[config.mk]
export PLATFORM = sky130hd
export DESIGN_NAME = uart_cmd_handler
export DESIGN_NICKNAME = d
export VERILOG_FILES = /design/src/rtl/uart_cmd_handler.sv
export SDC_FILE = /design/constraint.sdc
export NUM_CORES = 1
export LEC_CHECK = 0
export CORE_AREA = 5 5 83 85
export DETAILED_ROUTE_END_ITERATION = 7
export DIE_AREA = 0 0 88 90
export GPL_ROUTABILITY_DRIVEN = 0
export GPL_TIMING_DRIVEN = 0
export PLACE_DENSITY_LB_ADDON = 0.2
export RECOVER_POWER = 100
export SETUP_SLACK_MARGIN = 0.3
export SLEW_MARGIN = 20
export SYNTH_ARGS = -nofsm -noshare
export SYNTH_HDL_FRONTEND = slang
export SYNTH_SLANG_ARGS = --single-unit
export TNS_END_PERCENT = 50
[constraint.sdc]
create_clock -name clk -period 2.9 [get_ports clk]
set_clock_uncertainty 0.2 [all_clocks]
set_input_delay 0.58 -clock clk [delete_from_list [all_inputs] [get_ports clk]]
set_output_delay 0.58 -clock clk [all_outputs]
set_load 0.02 [all_outputs]
[src/rtl/uart_cmd_handler.sv]
`timescale 1ns/1ps
// uart_cmd_handler: decodes one-byte commands from uart_rx, drives the SPWM enable and shoot pulse, and replies ACK/NACK via uart_tx.
// Define CMD_HAMMING_EN to accept Hamming(7,4)-protected command bytes with single-bit correction.
module uart_cmd_handler #(
    parameter logic [7:0] ACK_BYTE  = 8'h3C,
    parameter logic [7:0] NACK_BYTE = 8'hC3
) (
    input  logic       clk,
    input  logic       reset,
    input  logic [7:0] data_received,
    input  logic       rx_done,
    input  logic       parity_error,
    input  logic       tx_busy,
    output logic [7:0] data_to_tx,
    output logic       start_tx,
    output logic       pwm_enable,
    output logic       shoot,
    output logic [7:0] err_count
);

    typedef enum logic [2:0] {IDLE, DECODE, EXEC, SEND, WAIT_TX} state_t;

    state_t     state_q, state_d;
    logic       vld_p0_q;
    logic [7:0] rx_data_p0_q;
    logic       rx_par_p0_q;
    logic [7:0] cap_data_q, cap_data_d;
    logic       cap_par_q, cap_par_d;
    logic [7:0] pend_data_q, pend_data_d;
    logic       pend_par_q, pend_par_d;
    logic       pend_full_q, pend_full_d;
    logic [3:0] code_q, code_d;
    logic       code_ok_q, code_ok_d;
    logic       pwm_q, pwm_d;
    logic       shoot_q, shoot_d;
    logic       start_q, start_d;
    logic [7:0] tx_byte_q, tx_byte_d;
    logic [7:0] err_q, err_d;
    logic       wait_cnt_q, wait_cnt_d;
    logic       consume, rx_to_pend, reject, drop;

    function automatic logic [7:0] sat_add(input logic [7:0] a, input logic [1:0] inc);
        logic [8:0] sum;
        sum = {1'b0, a} + {7'b0, inc};
        return sum[8] ? 8'hFF : sum[7:0];
    endfunction

    // Returns {ok, code}; ok only for a clean byte carrying a known command code.
    function automatic logic [4:0] decode_byte(input logic [7:0] b, input logic par);
        logic [3:0] code;
        logic       fmt_err;
        logic       known;
`ifdef CMD_HAMMING_EN
        logic [6:0] cw;
        logic [2:0] syn;
        cw     = b[6:0];
        syn[0] = cw[0] ^ cw[2] ^ cw[4] ^ cw[6];
        syn[1] = cw[1] ^ cw[2] ^ cw[5] ^ cw[6];
        syn[2] = cw[3] ^ cw[4] ^ cw[5] ^ cw[6];
        if (syn != 3'd0)
            cw[syn - 3'd1] = ~cw[syn - 3'd1];
        code    = {cw[6], cw[5], cw[4], cw[2]};
        fmt_err = ~b[7];
`else
        code    = b[3:0];
        fmt_err = |b[7:4];
`endif
        known = (code == 4'h6) || (code == 4'hD) || (code == 4'h9) || (code == 4'h3);
        return {known & ~fmt_err & ~par, code};
    endfunction

    always_comb begin
        state_d     = state_q;
        cap_data_d  = cap_data_q;
        cap_par_d   = cap_par_q;
        pend_data_d = pend_data_q;
        pend_par_d  = pend_par_q;
        pend_full_d = pend_full_q;
        code_d      = code_q;
        code_ok_d   = code_ok_q;
        pwm_d       = pwm_q;
        shoot_d     = 1'b0;
        start_d     = 1'b0;
        tx_byte_d   = tx_byte_q;
        wait_cnt_d  = wait_cnt_q;
        consume     = 1'b0;
        reject      = 1'b0;
        drop        = 1'b0;

        case (state_q)
            IDLE: begin
                if (pend_full_q) begin
                    cap_data_d = pend_data_q;
                    cap_par_d  = pend_par_q;
                    consume    = 1'b1;
                    state_d    = DECODE;
                end else if (vld_p0_q) begin
                    cap_data_d = rx_data_p0_q;
                    cap_par_d  = rx_par_p0_q;
                    state_d    = DECODE;
                end
            end
            DECODE: begin
                {code_ok_d, code_d} = decode_byte(cap_data_q, cap_par_q);
                state_d             = EXEC;
            end
            EXEC: begin
                if (code_ok_q) begin
                    case (code_q)
                        4'h6:    pwm_d   = 1'b1;
                        4'hD:    pwm_d   = 1'b0;
                        4'h9:    pwm_d   = ~pwm_q;
                        4'h3:    shoot_d = 1'b1;
                        default: pwm_d   = pwm_q;
                    endcase
                    tx_byte_d = ACK_BYTE;
                end else begin
                    tx_byte_d = NACK_BYTE;
                    reject    = 1'b1;
                end
                state_d = SEND;
            end
            SEND: begin
                if (!tx_busy) begin
                    start_d    = 1'b1;
                    wait_cnt_d = 1'b0;
                    state_d    = WAIT_TX;
                end
            end
            WAIT_TX: begin
                // First cycle is unconditional so uart_tx has time to raise tx_busy.
                if (!wait_cnt_q) begin
                    wait_cnt_d = 1'b1;
                end else if (!tx_busy) begin
                    if (pend_full_q) begin
                        cap_data_d = pend_data_q;
                        cap_par_d  = pend_par_q;
                        consume    = 1'b1;
                        state_d    = DECODE;
                    end else begin
                        state_d = IDLE;
                    end
                end
            end
            default: state_d = IDLE;
        endcase

        // A byte goes to the pending slot unless IDLE can take it straight away.
        rx_to_pend = vld_p0_q && !(state_q == IDLE && !pend_full_q);
        if (consume)
            pend_full_d = 1'b0;
        if (rx_to_pend) begin
            if (!pend_full_q || consume) begin
                pend_data_d = rx_data_p0_q;
                pend_par_d  = rx_par_p0_q;
                pend_full_d = 1'b1;
            end else begin
                drop = 1'b1;
            end
        end

        err_d = sat_add(err_q, {1'b0, reject} + {1'b0, drop});
    end

    always_ff @(posedge clk) begin
        rx_data_p0_q <= data_received;
        rx_par_p0_q  <= parity_error;
        cap_data_q   <= cap_data_d;
        cap_par_q    <= cap_par_d;
        pend_data_q  <= pend_data_d;
        pend_par_q   <= pend_par_d;
        code_q       <= code_d;
        if (reset) begin
            state_q     <= IDLE;
            vld_p0_q    <= 1'b0;
            pend_full_q <= 1'b0;
            code_ok_q   <= 1'b0;
            pwm_q       <= 1'b0;
            shoot_q     <= 1'b0;
            start_q     <= 1'b0;
            tx_byte_q   <= 8'h00;
            err_q       <= 8'h00;
            wait_cnt_q  <= 1'b0;
        end else begin
            state_q     <= state_d;
            vld_p0_q    <= rx_done;
            pend_full_q <= pend_full_d;
            code_ok_q   <= code_ok_d;
            pwm_q       <= pwm_d;
            shoot_q     <= shoot_d;
            start_q     <= start_d;
            tx_byte_q   <= tx_byte_d;
            err_q       <= err_d;
            wait_cnt_q  <= wait_cnt_d;
        end
    end

    assign data_to_tx = tx_byte_q;
    assign start_tx   = start_q;
    assign pwm_enable = pwm_q;
    assign shoot      = shoot_q;
    assign err_count  = err_q;

endmodule
==> summary.md <==
| Metric | Value |
|---|---|
| YS warnings | 0 |
| Antenna violations before repair | 0 |
| Slew of the pin with the lowest slew margin | 1.15 ns |
| Clock Path Buffers | 2 |
| FILL cells | 592 |
| Die area | 7920 um2 |
| Via density | 4.80 |
| DP Wirelength | 2.59 mm |
| Area share of the largest cell type after synthesis | 32.5% |
| Drt total wl | 3.61 mm |
| Largest net degree at the start of global routing | 19 |
| Gr usage total | 9.63% |
| Mean area per synthesized cell | 12.8 um2 |
| Global-route wire length before repair | 6.04 mm |
| Layout Nets | 222 |
| # hold bufs at CTS | 0 |
| Storage cell area | 1240 um2 |
| Slew Limit Fails | 0 |
| Main synth FF type | dfxtp_1 |
| Grt met3 use | 3.56% |
| Max Fclk | 375 MHz |
| Synth top area cells | edfxtp_1, dfxtp_1, mux2_2 |
| RSZ-0062 raised after global routing | yes |
| Syn Nets | 174 |
| CP Max Fanout | 8 |
| Die Y | 90 um |
| Busiest layer in global routing | met2 |
| Drt wl/cell | 12.6 um |
| Num Clock Sinks | 51 |
| Initial drt markers | 42 |
| Die X | 88 um |
| Fin Setup TNS | 0 ns |
| ANT cells | 0 |
| Grt ovf | 0 |
| Port bufs | 31 |
| Yosys top cell by area | edfxtp_1 |
| Root Buffer | clkbuf_8 |
| Met1 Use GR | 10.1% |
| H-tree Lvls | 2 |
| Area of the multi-input gates | 667 um2 |
| Syn Std Cell Area | 2030 um2 |
| Status | completed |
| Worst Hold Class | reg2reg |
| Count of unique library cells instantiated by Yosys | 48 |
| Grt met2 use | 16.8% |
| Cts bufs inserted | 5 |
| Vias in the first global route | 1,315 |
| VDD IR max | 261 uV |
| DR pass1 iterations | 4 |
| Clock latency on the worst-skew pair | 0.30 ns |
| WP data arrival | 2.70 ns |
| Post-synth EDFFs | 22 |
| Final setup viols | 0 |
| Post-route setup slack | 0.236 ns |
| Core area | 6130 um2 |
| Yosys reg bits | 51 |
| # rows | 29 |
| # Max-Cap Violations | 0 |
| Hold Fails Final Rpt | 0 |
| Layout cells sized above 1 | 22.1% |
| Leak | 1.01 nW |
| Async SR Flop Fraction | 0% |
| Initial Util | 33.1% |
| Slew HR | 22.9% |
| Area delta synth->final | 28.2% |
| Nature of the critical path startpoint | register |
| WS Path Type | reg2reg |
| DR DRC count | 0 |
| Period utilisation layout | 91.9% |
| Via count | 1,367 |
| Worst-path clk slew | 0.10 ns |
| Most frequent cells in the layout | dlygate4sd3_1, dfxtp_1, edfxtp_1 |
| CTS tree | done |
| Commonest non-fill, non-tap cell in the layout | dlygate4sd3_1 |
| Power density over cell area | 530 nW/um2 |
| Post-synthesis sequential area ratio | 61.1% |
| Post-DRT Antenna Nets | 0 |
| Post-Syn Instances | 159 |
| Worst Path Required | 2.94 ns |
| Pre-CTS setup slack | -0.390 ns |
| IO Count | 32 |
| Tmin final | 2.66 ns |
| CP Capture Type | register |
==> flip-flops by register name (all words and copies together) (netlist names), 2 cells and up <==
name          flops
cap_data_q        8
err_count         8
pend_data_q       8
rx_data_p0_q      8
code_q            4
state_q           3
data_to_tx        2
==> stage by stage <==
| stage | util, % | area [um2] | instances | power (W) | hold slack (ns) |
|---|---|---|---|---|---|
| 6_report | 42.5 | 2600 | 285 | 0.00138 | 0.241 |
| 4_1_cts | 41.8 | 2570 | 277 | 0.00140 | 0.243 |
| 2_1_floorplan | - | 2030 | 159 | 0.000909 | 0.203 |
| 3_3_place_gp | 39.7 | 2440 | 267 | 0.000958 | 0.213 |
| 5_1_grt | 42.5 | 2600 | 285 | 0.00144 | 0.253 |
| 3_5_place_dp | 39.7 | 2440 | 267 | 0.000964 | 0.212 |
==> synth_stat cells (2+ instances only) <==
cell and count:
nand2_1 2, a21oi_1 8, dfxtp_1 29, a211oi_1 2, nor4b_1 2, mux2_2 9, and4bb_2 2, nor3_1 2
buf_2 2, nor3b_1 2, nand3b_1 2, a31oi_1 4, nor2_1 5, a21o_1 2, nand3_1 6, xnor2_1 2
o21ai_0 4, or3_1 2, nor4_1 2, inv_1 8, edfxtp_1 22, nand2b_1 3, xor2_1 2, nor2b_1 4
buf_4 8
==> cell families (layout without fill, tap and decap cells) <==
logic type	count (synthesis)	count (layout)	share of synthesized area, %
flip-flops	51	51	61.1
buffers and inverters	20	69	5.67
AND/OR/NAND/NOR	44	44	15.0
XOR/XNOR	4	4	1.73
AO/OA/AOI/OAI	29	29	9.86
adder cells (fa/ha/maj)	2	2	1.60
multiplexers	9	9	4.99
==> final cells by class <==
| cell class | count | share of cell area [%] |
|---|---|---|
| buffer | 12 | 3.46 |
| clock buffer | 5 | 2.64 |
| clock inverter | 3 | 1.11 |
| inverter | 8 | 1.15 |
| multi-input combinational | 88 | 25.6 |
| sequential | 51 | 47.7 |
| tap | 77 | 3.70 |
| timing repair buffer | 41 | 14.6 |
==> power breakdown <==
group          internal, W  switching (W)
clock             0.000179       0.000246
sequential        0.000789      0.0000165
combinational    0.0000767      0.0000712
==> worst max-delay path: stages, from the launching register on <==
cell and delay [ns]:
dfxtp_2 0.33, buf_6 0.12, or3b_4 0.39, nand2b_4 0.16, fa_1 0.38, inv_1 0.07, ha_1 0.18, and4_1 0.28
nand4_1 0.27, a21oi_1 0.21
==> metal layers <==
metal | vias up | part of all wire [%]
met5 | - | 0
met4 | 0 | 2.9
met3 | 9 | 7.2
met2 | 39 | 50
met1 | 647 | 39
li1 | 672 | -
==> worst paths after layout <==
| path | from | cells past startpoint | end | slack (ns) |
|---|---|---|---|---|
| setup / recovery | state_q[1] | 9 | err_count[3] | 0.24 |
| hold / removal | rx_data_p0_q[1] | 0 | pend_data_q[1] | 0.24 |
| setup reg to reg | state_q[1] | 9 | err_count[3] | 0.24 |
| hold reg to reg | rx_data_p0_q[1] | 0 | pend_data_q[1] | 0.24 |
==> what timing repair did <==
| item | CTS | global route |
|---|---|---|
| endpoints found under the hold margin | 0 | 0 |
| pin swaps | 4 | 2 |
| resized for setup | 6 | 9 |
| setup endpoints to repair | 8 | 5 |
| cloned | 0 | 0 |
| buffers inserted | 2 | 8 |
No activity file was read; power rests on OpenSTA's default activity.
==> RTL edit (config.mk and constraints unchanged) <==
Put one more register stage on the output `err_count`. The value now appears one clock later. The other outputs are not delayed to match.
--- a/src/rtl/uart_cmd_handler.sv
+++ b/src/rtl/uart_cmd_handler.sv
@@ -199,6 +199,8 @@
     assign start_tx   = start_q;
     assign pwm_enable = pwm_q;
     assign shoot      = shoot_q;
-    assign err_count  = err_q;
+    always_ff @(posedge clk) begin
+        err_count <= err_q;
+    end
 
 endmodule
Behaviour: not the same (a bounded check fails within 10 cycles, from zero or initial values and one cycle with reset high).
==> RTL edit against the unedited design <==
Wire length is 1.1% higher; combinational power up 85%; total power is 47% higher; synthesized cell count rose by 5.7%; setup slack better by 94 ps; synthesized area increased by 9.4%; design area increased by 9.4%; first-iteration DRC count fell by 40%; sequential cell count up 8; fmax rose by 3.6%; via count grew 0.44%; cell count rose by 3.9%; largest power group unchanged.
==> RTL edit: results <==
group,metric,value,unit
logic_synthesis,synth_cell_types,43,
global_route,first_global_vias,1264,
logic_synthesis,synth_cells,168,
detailed_routing,via_per_inst,4.639,
placement,dpl.cell_count,277,
global_route,globalRouteTotalUtil,0.09860,
critical_path,rrSetupSlack,330,ps
worst_hold_path,min-delay-start,"err_q[0]",
critical_path,reg2regPathDepth,10,
critical_path,worstPathMaxFanout,6,
critical_path,timing.rr.end,"err_q[5]",
sta,relSlewSlack,0.4342,
pwr,sw_frac_of_total,0.2599,
pwr,leakagePower,0.001071,uW
logic_synthesis,ys_warn_count,0,
worst_hold_path,whs_path_depth,0,
run_status,status,"finished, final reports clean",
clock_network,path_clk_slew,70,ps
finish,drive_gt1_frac,0.1963,
global_route,grt_pass1_wl,6.003,mm
placement,pre_cts_slack,-382.3,ps
clock_network,cts-buffers-inserted,9,
critical_path,critPathSlowestCell,"fa_2",
sta,whs,158.8,ps
detailed_routing,drt-total-wl,3.644,mm
logic_synthesis,ys_seq_area_frac,0.6306,
detailed_routing,drt_iter0_markers,25,
logic_synthesis,synth_top_area_cell,"dfxtp_1",
global_route,grt_max_degree,13,
pwr,max-vdd-ir-drop,0.4066,mV
detailed_routing,wire_per_inst,12.31,um
detailed_routing,dr.pass1.iters,4,
global_route,grt_antenna_before_repair,0,
clock_network,h-tree-depth,3,
placement,place_hpwl,2.551,mm
finish,num-nets-final,229,
logic_synthesis,synth_nets,183,
worst_hold_path,hold_end,"err_count[0]",
critical_path,cp.arrival,2630,ps
logic_synthesis,async_flop_share,0,
finish,n_antenna_cell,0,
logic_synthesis,synthTopCellsByCount,"dfxtp_1, edfxtp_1, a21oi_1, buf_4, mux2_4",
clock_network,worstSkewPairLatency,330,ps
## RTL edit: area by class of cell
class / count / area (um^2)
inverter: 6 / 22.52
tap: 77 / 96.34
buffer: 12 / 87.58
multi-input combinational: 91 / 705.7
clock inverter: 7 / 77.57
sequential: 59 / 1406
clock buffer: 9 / 123.9
timing repair buffer: 35 / 327.8
fill: 579 / 3284
## RTL edit: stage by stage
step                      cell area (um^2)  total power (uW)  utilization
after global routing                  2848              2134       0.4644
final                                 2848              2024       0.4644
after floorplan                       2223              1211            -
after global placement                2630              1296       0.4289
after CTS                             2883              2069       0.4701
after detailed placement              2640              1310       0.4305
## RTL edit: how the worst max path moves through the flow
stage | end | cells past startpoint | startpoint | slack (ps)
CTS | err_q[0] | 9 | state_q[1] | 310
global placement | cap_data_q[2] | 3 | tx_busy | -530
global route | err_q[0] | 10 | state_q[1] | 180
floorplan | cap_data_q[0] | 2 | tx_busy | 340
finish | err_q[5] | 10 | state_q[1] | 330
detailed placement | err_q[0] | 10 | tx_busy | -380
## RTL edit: critical path, delay by kind of cell (launching register included)
family | cells | cell delay [ps]
simple gates | 3 | 580
fa+ha+maj | 2 | 530
flops | 1 | 350
compound gates | 2 | 380
buf+inv | 3 | 460
## RTL edit: power groups by stage
| stage | sequential (uW) | clock (uW) | combinational [uW] |
|---|---|---|---|
| 2_1_floorplan | 1020 | 0 | 188 |
| 3_3_place_gp | 1020 | 0 | 273 |
| 3_5_place_dp | 1030 | 0 | 285 |
| 4_1_cts | 1010 | 768 | 293 |
| 5_1_grt | 1020 | 811 | 306 |
| 6_report | 1010 | 744 | 274 |
## RTL edit: cells by family after synthesis
logic type                 count (synthesis)  synth area share
and+or+nand+nor                           43            0.1357
AOI/OAI and AO/OA                         33           0.09629
buffers and inverters                     18           0.04617
DFF                                       59            0.6306
muxes                                      9           0.06081
xor gates and xnor gates                   4           0.01577
adders and majority gates                  2           0.01464
## RTL edit: per-layer routing
| layer | vias up | part of all wire | track usage |
|---|---|---|---|
| li1 | 712 | - | - |
| met1 | 630 | 0.44 | 0.1136 |
| met2 | 28 | 0.49 | 0.1564 |
| met3 | 3 | 0.060 | 0.04388 |
| met4 | 0 | 0.0085 | 0.04220 |
| met5 | - | 0 | 0 |
## RTL edit: what timing repair did
item / 4_1_cts / 5_1_grt
resized for setup: 8 / 10
setup endpoints to repair: 8 / 6
pin swaps: 3 / 2
buffers inserted: 1 / 2
endpoints found under the hold margin: 0 / 0
